--- config.mk ---
export PLATFORM = sky130hd
export DESIGN_NAME = fetch_stage
export DESIGN_NICKNAME = d
export VERILOG_FILES = /design/src/rtl/fetch_stage.sv
export SDC_FILE = /design/constraint.sdc
export NUM_CORES = 1
export LEC_CHECK = 0
export BUFFER_PORTS_ARGS = -buffer_cell sky130_fd_sc_hd__buf_2
export CAP_MARGIN = 30
export CORE_MARGIN = 1
export CORE_UTILIZATION = 52
export CTS_BUF_LIST = sky130_fd_sc_hd__clkbuf_4 sky130_fd_sc_hd__clkbuf_8
export CTS_CLUSTER_SIZE = 20
export DETAILED_ROUTE_END_ITERATION = 16
export GPL_TIMING_DRIVEN = 0
export PLACE_DENSITY = 0.82
export SLEW_MARGIN = 10
export SYNTH_ARGS = -nofsm -noshare
export SYNTH_HDL_FRONTEND = slang
export SYNTH_SLANG_ARGS = --single-unit
--- constraint.sdc ---
create_clock -name clk -period 2.6 [get_ports clk]
set_input_delay 0.39 -clock clk [delete_from_list [all_inputs] [get_ports clk]]
set_output_delay 0.39 -clock clk [all_outputs]
set_load 0.05 [all_outputs]
--- src/rtl/fetch_stage.sv ---
// ---------------------------------------------------------------------------
// fetch_stage
//   Instruction fetch stage of a simple in-order pipeline. Holds the fetch
//   PC (pc_f), drives a combinational instruction memory, and registers the
//   fetched word into the F/R pipeline register (inst_r, pc_r, valid_r).
//   A RUN/HALT state machine stops fetching once a halt instruction has been
//   loaded into inst_r. Only a branch redirect or reset resumes fetching.
//
// Parameters
//   RESET_PC  PC value loaded at reset
//   NOP_INST  bubble encoding placed in inst_r when no instruction is loaded
//   HLT_INST  halt instruction encoding
//
// Ports
//   clk            single clock, rising edge
//   rst            asynchronous active-high reset
//   en_f           fetch enable from the pipeline controller
//   en_r           R-stage register enable from the pipeline controller
//   branch_taken   redirect request from X stage (highest priority)
//   branch_target  redirect address
//   imem_addr      instruction memory word address (equals pc_f)
//   imem_data      instruction word, combinational read of imem_addr
//   inst_r         instruction presented to the R stage
//   pc_r           address+1 of inst_r
//   valid_r        inst_r holds a real fetched instruction
//   halted         registered copy of (state == HALT)
//   fetch_count    saturating count of instructions loaded into inst_r
// ---------------------------------------------------------------------------
module fetch_stage #(
  parameter logic [15:0] RESET_PC = 16'h0000,
  parameter logic [15:0] NOP_INST = 16'h0000,
  parameter logic [15:0] HLT_INST = 16'h2000
) (
  input  logic        clk,
  input  logic        rst,
  input  logic        en_f,
  input  logic        en_r,
  input  logic        branch_taken,
  input  logic [15:0] branch_target,
  output logic [15:0] imem_addr,
  input  logic [15:0] imem_data,
  output logic [15:0] inst_r,
  output logic [15:0] pc_r,
  output logic        valid_r,
  output logic        halted,
  output logic [15:0] fetch_count
);

  localparam int unsigned W = 16;

  typedef enum logic {
    RUN  = 1'b0,
    HALT = 1'b1
  } state_t;

  state_t       state;
  logic [W-1:0] pc_f;
  logic [W-1:0] pc_inc_c;
  logic         load_c;
  logic         bubble_c;

  // Memory is addressed straight from the fetch PC register.
  assign imem_addr = pc_f;

  // Next sequential address; 16-bit arithmetic wraps FFFF -> 0000.
  assign pc_inc_c = pc_f + W'(1);

  // A real load needs both enables: en_f without en_r must neither advance
  // the PC nor overwrite inst_r, so the word at pc_f is fetched again later.
  assign load_c = !branch_taken && en_r && en_f && (state == RUN);

  // R stage accepts a new value but there is nothing to fetch: insert bubble.
  assign bubble_c = !branch_taken && en_r && !(en_f && (state == RUN));

  // Fetch PC, F/R pipeline register, run/halt state and fetch counter.
  always_ff @(posedge clk or posedge rst) begin
    if (rst) begin
      state       <= RUN;
      halted      <= 1'b0;
      pc_f        <= RESET_PC;
      inst_r      <= NOP_INST;
      pc_r        <= '0;
      valid_r     <= 1'b0;
      fetch_count <= '0;
    end else if (branch_taken) begin
      // Redirect wins over everything, squashes inst_r and leaves HALT.
      state   <= RUN;
      halted  <= 1'b0;
      pc_f    <= branch_target;
      inst_r  <= NOP_INST;
      valid_r <= 1'b0;
    end else if (load_c) begin
      pc_f    <= pc_inc_c;
      inst_r  <= imem_data;
      pc_r    <= pc_inc_c;
      valid_r <= 1'b1;
      if (fetch_count != '1) begin
        fetch_count <= fetch_count + W'(1);
      end
      // The halt word itself is delivered as a valid instruction.
      if (imem_data == HLT_INST) begin
        state  <= HALT;
        halted <= 1'b1;
      end
    end else if (bubble_c) begin
      inst_r  <= NOP_INST;
      valid_r <= 1'b0;
    end
  end

endmodule

Word level (Yosys, flattened, before mapping)
Index checks and enable logic that the tools add are counted.
- add/subtract/negate cells: 2
- eq/ne operators: 2
- multiplexer cells: 11
- bitwise gates (word level): 2
- reductions and logical operators: 13
- operators by type and width (kind ; count):
    2-to-1 mux 16 bit ; 5
    adder 16 x 1 -> 16 bit (second input constant) ; 2
    equality test 16 x 14 -> 1 bit (second input constant) ; 1
    != test 16 bit (second input constant) ; 1
    2-to-1 mux 1 bit ; 6
    logical AND 1 bit ; 5
    AND reduction 2 bit ; 2
    nonzero test 2 bit ; 2
    AND reduction 3 bit ; 1
    nonzero test 3 bit ; 1
    zero test 1 bit ; 2
    NOT 1 bit ; 2
- flip-flop bits (word level): 66
- bits of input ports: 37
- output and inout port bits: 66
- logic and storage cells: 36

Depth between registers and ports, before layout
Gate-level depths: netlist of the first run.
- depth after elaboration: 7
- depth in mapped cells: 6
- mapped depth without buffers: 5

Worst setup path after synthesis of the first run
Ideal clock, no wire load.
- kind: register -> register
- start: register fetch_count[0]
- end: register fetch_count[1]
- library setup time: 125 ps
- data arrival time: 2232 ps
- data required time: 2475 ps
- path slack: 244 ps
- cell stages (with the launch flop): 6
- buffers on the path: 0
- clock period less this slack: 2356 ps
- path through: dfrtp_1 -> ha_1 -> nand2_1 -> nor4_2 -> a21o_1 -> mux2_2
- longest elaborated chain between the ends: 2
- elaborated cells between the ends (all ways): 3
- classes of those cells: 1 x add/sub; 1 x eq/ne; 1 x reduce/logical
- ends and longest elaborated chain (what ; RTL line ; RTL):
    start: declaration ; 46 ; output logic [15:0] fetch_count
    start signal: assignment ; 98 ; fetch_count <= fetch_count + W'(1);
    parallel branches: the longest is 2 deep, another holds adder 16 x 1 -> 16 bit ; n/a ;
Parallel ways; which one is timed is not known.
A chain may end at the register's enable or synchronous reset.

Worst setup path after layout of the first run
Same ends and word-level chain as after synthesis.

==> results of run 1 <==
==> metrics by stage <==
| step | TNS, ns | cell area (um^2) | instances | utilization, % | hold slack, ns |
|---|---|---|---|---|---|
| 6_report | 0 | 3933 | 496 | 69.29 | 0.2092 |
| 5_1_grt | 0 | 3933 | 496 | 69.29 | 0.2682 |
| 4_1_cts | 0 | 3933 | 496 | 69.29 | 0.2368 |
| 3_3_place_gp | -15.29 | 3737 | 481 | 65.85 | 0.4577 |
| 3_5_place_dp | 0 | 3740 | 481 | 65.90 | 0.4751 |
| 2_1_floorplan | 0 | 3142 | 308 | - | 0.5110 |
==> synthesized netlist by cell type, types with 2 or more instances <==
master / count / share of area [%]
nor2_1: 16 / 1.9
dfrtp_1: 66 / 53
xor2_1: 14 / 3.9
a21oi_1: 8 / 1.3
a22o_1: 16 / 4.5
nand3_1: 11 / 1.8
buf_1: 2 / 0.24
nor3_1: 8 / 1.3
inv_1: 7 / 0.84
clkbuf_1: 9 / 1.1
or3_1: 2 / 0.40
buf_2: 3 / 0.48
o21ai_0: 22 / 3.5
nand4_4: 2 / 1.4
o31ai_1: 3 / 0.72
nor4b_1: 2 / 0.56
or4_1: 4 / 0.96
xnor2_1: 21 / 5.9
nor4_1: 13 / 2.6
ha_1: 2 / 0.80
and4_1: 2 / 0.56
nand2_1: 44 / 5.3
nand4_1: 5 / 1.0
a31oi_1: 5 / 1.0
==> power breakdown <==
part	internal [mW]	total (mW)	leakage [nW]	switching [mW]
Clock	0.482	0.869	0.103	0.386
Combinational	0.208	0.847	0.974	0.639
Sequential	1.14	1.27	0.837	0.129
Total	1.83	2.99	1.91	1.15
==> kinds of logic after synthesis <==
logic type | synth area share, %
buffers and inverters | 2.907
muxes | 0.6770
AOI/OAI and AO/OA | 13.06
adders and majority gates | 0.7964
and+or+nand+nor | 20.23
xor gates and xnor gates | 9.757
DFF | 52.57
==> final timing paths <==
| path | start | endpoint | cells past startpoint |
|---|---|---|---|
| max | fetch_count[0] | fetch_count[1] | 5 |
| min | rst | inst_r[6] | 2 |
| max reg2reg | fetch_count[0] | fetch_count[1] | 5 |
| min reg2reg | pc_r[12] | pc_r[12] | 2 |
| max in group asynchronous | rst | imem_addr[10] | 2 |
| min in group clk | branch_target[4] | imem_addr[4] | 3 |
==> flip-flops by register name, summed over array words and instances (netlist names) <==
signal / flops
valid_r: 1
imem_addr: 16
pc_r: 16
inst_r: 16
state: 1
fetch_count: 16
==> cell type report <==
type / count / area, um^2 / share of cell area [%]
buffer: 15 / 61.31 / 1.559
clock buffer: 12 / 152.6 / 3.882
clock inverter: 3 / 40.04 / 1.018
inverter: 8 / 32.53 / 0.8272
multi-input combinational: 219 / 1399 / 35.57
sequential: 66 / 1652 / 42.00
tap: 72 / 90.09 / 2.291
timing repair buffer: 101 / 505.5 / 12.85
==> cell usage in the layout, fill, tap and decap left out, drive strengths merged, types with 2 or more instances in the layout <==
| cell type | instances |
|---|---|
| a21oi | 8 |
| a22o | 16 |
| a31oi | 5 |
| and4 | 2 |
| buf | 106 |
| clkbuf | 22 |
| clkinv | 3 |
| dfrtp | 66 |
| ha | 2 |
| inv | 7 |
| nand2 | 44 |
| nand3 | 12 |
| nand4 | 7 |
| nor2 | 16 |
| nor3 | 8 |
| nor4 | 14 |
| nor4b | 2 |
| o21ai | 22 |
| o31ai | 3 |
| or3 | 2 |
| or4 | 5 |
| xnor2 | 21 |
| xor2 | 14 |
==> metal layers <==
metal / vias up / GRT usage, % / wire length (um)
li1: 1336 / - / -
met1: 1368 / 37.23 / 3500
met2: 120 / 40.09 / 3682
met3: 16 / 6.629 / 596
met4: 0 / 10.54 / 136
met5: - / 0 / 0
==> results.json, run 1 <==
{
  "post-place-ws_ns": 0.3468,
  "fin_crit_sh_pct": 91.20,
  "crit_chain": "ha_1 > nand2_1 > nor4_2 > a21o_1 > mux2_2",
  "yosys_register_bits": 66,
  "startpoint_type": "flop",
  "finalPower_mw": 2.989,
  "cts_tree": "yes",
  "hold_viol": 0,
  "slew_viol_final": 0,
  "setup_ws_ns": 0.2288,
  "port_buffers": 101,
  "htreeDepth": 3,
  "grtUsageTotal_pct": 26.74,
  "drc": 0,
  "die_h_um": 79.73,
  "p_per_area_mw_per_mm2": 760.1,
  "setup_viol": 0,
  "critical_path_class": "reg2reg",
  "fmaxAchievable_mhz": 421.7,
  "period_needed_ns": 2.371,
  "rrSetupSlack_ns": 0.23,
  "cts_setup_buffers": 0,
  "synthArstFlopShare_pct": 100.0,
  "drt-initial-drc-count": 217,
  "vias": 2840,
  "synth.distinct_cells": 45,
  "worstPathArrival_ns": 2.60,
  "rows": 27,
  "grt_antenna_before_repair": 0,
  "ys_seq_area_share_pct": 52.57,
  "via_per_inst": 5.726,
  "slowest_stage": "nor4_2",
  "gp_congestion": 0.9035,
  "grt_pass1_vias": 2594,
  "cts_buffer_depth": 2,
  "path_clk_slew_ns": 0.07,
  "io_pins": 103,
  "fp.dieW_um": 79.73,
  "cp_slowest_stage_delay_ns": 0.79,
  "hpwl_um": 5511,
  "wl_per_cell_um": 15.96,
  "path_delay_family": "simple AND/OR/NAND/NOR gates",
  "rsz0062_at_grt": "false",
  "outcome": "finished, final reports clean",
  "p_leak_nw": 1.914,
  "tightestPinTransition_ns": 0.8915,
  "yosys_warnings": 0,
  "synth.cell_area_mm2": 0.003142,
  "cp_max_fo": 10,
  "ant_nets": 0,
  "numCtsBuffers": 9,
  "post_cts_resized": 0,
  "synth-edff-count": 0,
  "insertion_delay_ns": 0.35,
  "synthToLayoutAreaGrowth_pct": 25.17,
  "end_kind": "flop",
  "slew_headroom_pct": 40.07,
  "dieArea_mm2": 0.006357,
  "core_mm2": 0.005675,
  "holdCritPathClass": "in2async",
  "start_util_pct": 55.36,
  "skew_ns": 0.008645,
  "layout.nets": 459,
  "synth_fp_nets": 347,
  "syn-instance-count": 308,
  "grt_remaining_overflow": 0,
  "syn_area_per_cell_um2": 10.20,
  "timing.max_cap.violations": 0,
  "fillers": 464,
  "grt_pass1_wl_um": 12830,
  "cts_root_buf": "clkbuf_8",
  "layout-drive-gt1-share_pct": 30.66,
  "finalWirelength_um": 7916,
  "synth_flop_cell": "dfrtp_1",
  "grt_max_degree": 67,
  "firstDrtPassIters": 4,
  "diodes": 0,
  "cts.sinks": 66,
  "path_buf_inv": 0,
  "peakVddDrop_mv": 0.4037,
  "worst-endpoint-required_ns": 2.83,
  "ctsHoldBuffers": 0
}
No activity file was read; power rests on OpenSTA's default activity.
==> run 2: changes to the inputs <==
--- a/config.mk
+++ b/config.mk
@@ -13,6 +13,7 @@
 export CTS_CLUSTER_SIZE = 20
 export DETAILED_ROUTE_END_ITERATION = 16
 export GPL_TIMING_DRIVEN = 0
+export MAX_ROUTING_LAYER = met4
 export PLACE_DENSITY = 0.82
 export SLEW_MARGIN = 10
 export SYNTH_ARGS = -nofsm -noshare
==> run 2 against run 1 <==
Die area unchanged. Highest routed layer unchanged. Design area unchanged. Power down 0.40%. Clock skew down 0.0027 ns.
==> results.json, run 2 (synthesis results as in run 1) <==
{
  "crit_chain": "ha_1 > nand2_1 > nor4_2 > a21o_1 > mux2_2",
  "grtUsageTotal_pct": 27.56,
  "slew_viol_final": 0,
  "vias": 2850,
  "drc": 0,
  "period_needed_ns": 2.329,
  "path_clk_slew_ns": 0.07,
  "start_util_pct": 55.36,
  "core_mm2": 0.005675,
  "io_pins": 103,
  "cts_root_buf": "clkbuf_8",
  "grt_antenna_before_repair": 0,
  "htreeDepth": 3,
  "layout.cells.non_filler": 496,
  "end_kind": "flop",
  "grt_pass1_vias": 2599,
  "post_cts_resized": 0,
  "via_per_inst": 5.746,
  "dieArea_mm2": 0.006357,
  "insertion_delay_ns": 0.34,
  "wl_per_cell_um": 15.86,
  "numCtsBuffers": 9,
  "timing.max_cap.violations": 0,
  "layout.nets": 459,
  "ctsHoldBuffers": 0,
  "final_cell_mix": "buf_2 (104), dfrtp_1 (66), nand2_1 (44)",
  "post-place-cells": 481,
  "cp_max_fo": 10,
  "fin_crit_sh_pct": 89.56,
  "worstPathArrival_ns": 2.55,
  "setup_ws_ns": 0.2715,
  "tightestPinTransition_ns": 0.8539,
  "p_leak_nw": 1.914,
  "fmaxAchievable_mhz": 429.5,
  "cts.sinks": 66,
  "fp.dieW_um": 79.73,
  "synthToLayoutAreaGrowth_pct": 25.17,
  "finalWirelength_um": 7865,
  "worst-endpoint-required_ns": 2.82,
  "cts_buffer_depth": 2,
  "outcome": "finished, final reports clean",
  "startpoint_type": "flop",
  "post-place-ws_ns": 0.3468,
  "slowest_stage": "nor4_2",
  "hold_viol": 0,
  "cts_tree": "yes",
  "grt_pass1_wl_um": 12870,
  "rows": 27,
  "firstDrtPassIters": 4,
  "gp_congestion": 0.9190,
  "holdCritPathClass": "in2async",
  "critical_path_class": "reg2reg",
  "setup_viol": 0,
  "peakVddDrop_mv": 0.4004,
  "diodes": 0,
  "die_h_um": 79.73,
  "slew_headroom_pct": 42.60,
  "cp_slowest_stage_delay_ns": 0.76,
  "ant_nets": 0,
  "rsz0062_at_grt": "false",
  "skew_ns": 0.005967,
  "p_per_area_mw_per_mm2": 757.1,
  "hpwl_um": 5511,
  "layout-drive-gt1-share_pct": 30.66,
  "drt-initial-drc-count": 214,
  "grt_remaining_overflow": 0,
  "cts_setup_buffers": 0,
  "grt_max_degree": 67,
  "port_buffers": 101,
  "final_common_cell": "buf_2"
}
run 2: cell counts in the layout (fill, tap and decap cells not counted):
No cell type changed its count.
run 2: cell type report:
type | count | area [um^2]
tap | 72 | 90.09
clock buffer | 12 | 152.6
fill | 464 | 1743
inverter | 8 | 32.53
timing repair buffer | 101 | 505.5
multi-input combinational | 219 | 1399
sequential | 66 | 1652
clock inverter | 3 | 40.04
buffer | 15 | 61.31
run 2: layer usage:
layer / GRT usage [%] / up-vias / share of wire (%)
met3: 6.514 / 15 / 7.5
met4: 10.54 / 0 / 1.8
met2: 40.00 / 122 / 48
met5: - / - / 0
li1: - / 1334 / -
met1: 37.60 / 1379 / 42
run 2: metrics by stage:
step                      instance area, um^2  util, %  total power [mW]  hold WS, ns  TNS (ns)
final                                    3933    69.29             2.977       0.2060         0
after global routing                     3933    69.29             3.123       0.2682         0
after CTS                                3933    69.29             2.999       0.2368         0
after detailed placement                 3740    65.90             2.139       0.4751         0
after global placement                   3737    65.85             2.120       0.4577    -15.29
after floorplan                          3142        -             1.903       0.5110         0
run 2: worst max-delay path: cells and delay by family (launching register included):
kind / cells / cell delay (ns)
flops: 1 / 0.45
mux: 1 / 0.34
simple gates: 2 / 0.86
fa+ha+maj: 1 / 0.27
compound gates: 1 / 0.28
run 2: path summary, 6_finish.rpt:
kind                             startpoint             end  slack, ns  depth (start not counted)
max                          fetch_count[0]  fetch_count[1]       0.27                          5
min                                     rst       inst_r[6]       0.21                          2
max reg2reg                  fetch_count[0]  fetch_count[1]       0.27                          5
min reg2reg                        pc_r[12]        pc_r[12]       0.48                          2
max in group asynchronous               rst         pc_r[8]       1.87                          2
min in group clk           branch_target[4]    imem_addr[4]       0.25                          3
run 2: power by group:
part | internal [mW] | switching [mW] | leakage [nW]
Clock | 0.483 | 0.376 | 0.103
Combinational | 0.208 | 0.639 | 0.974
Sequential | 1.14 | 0.128 | 0.837
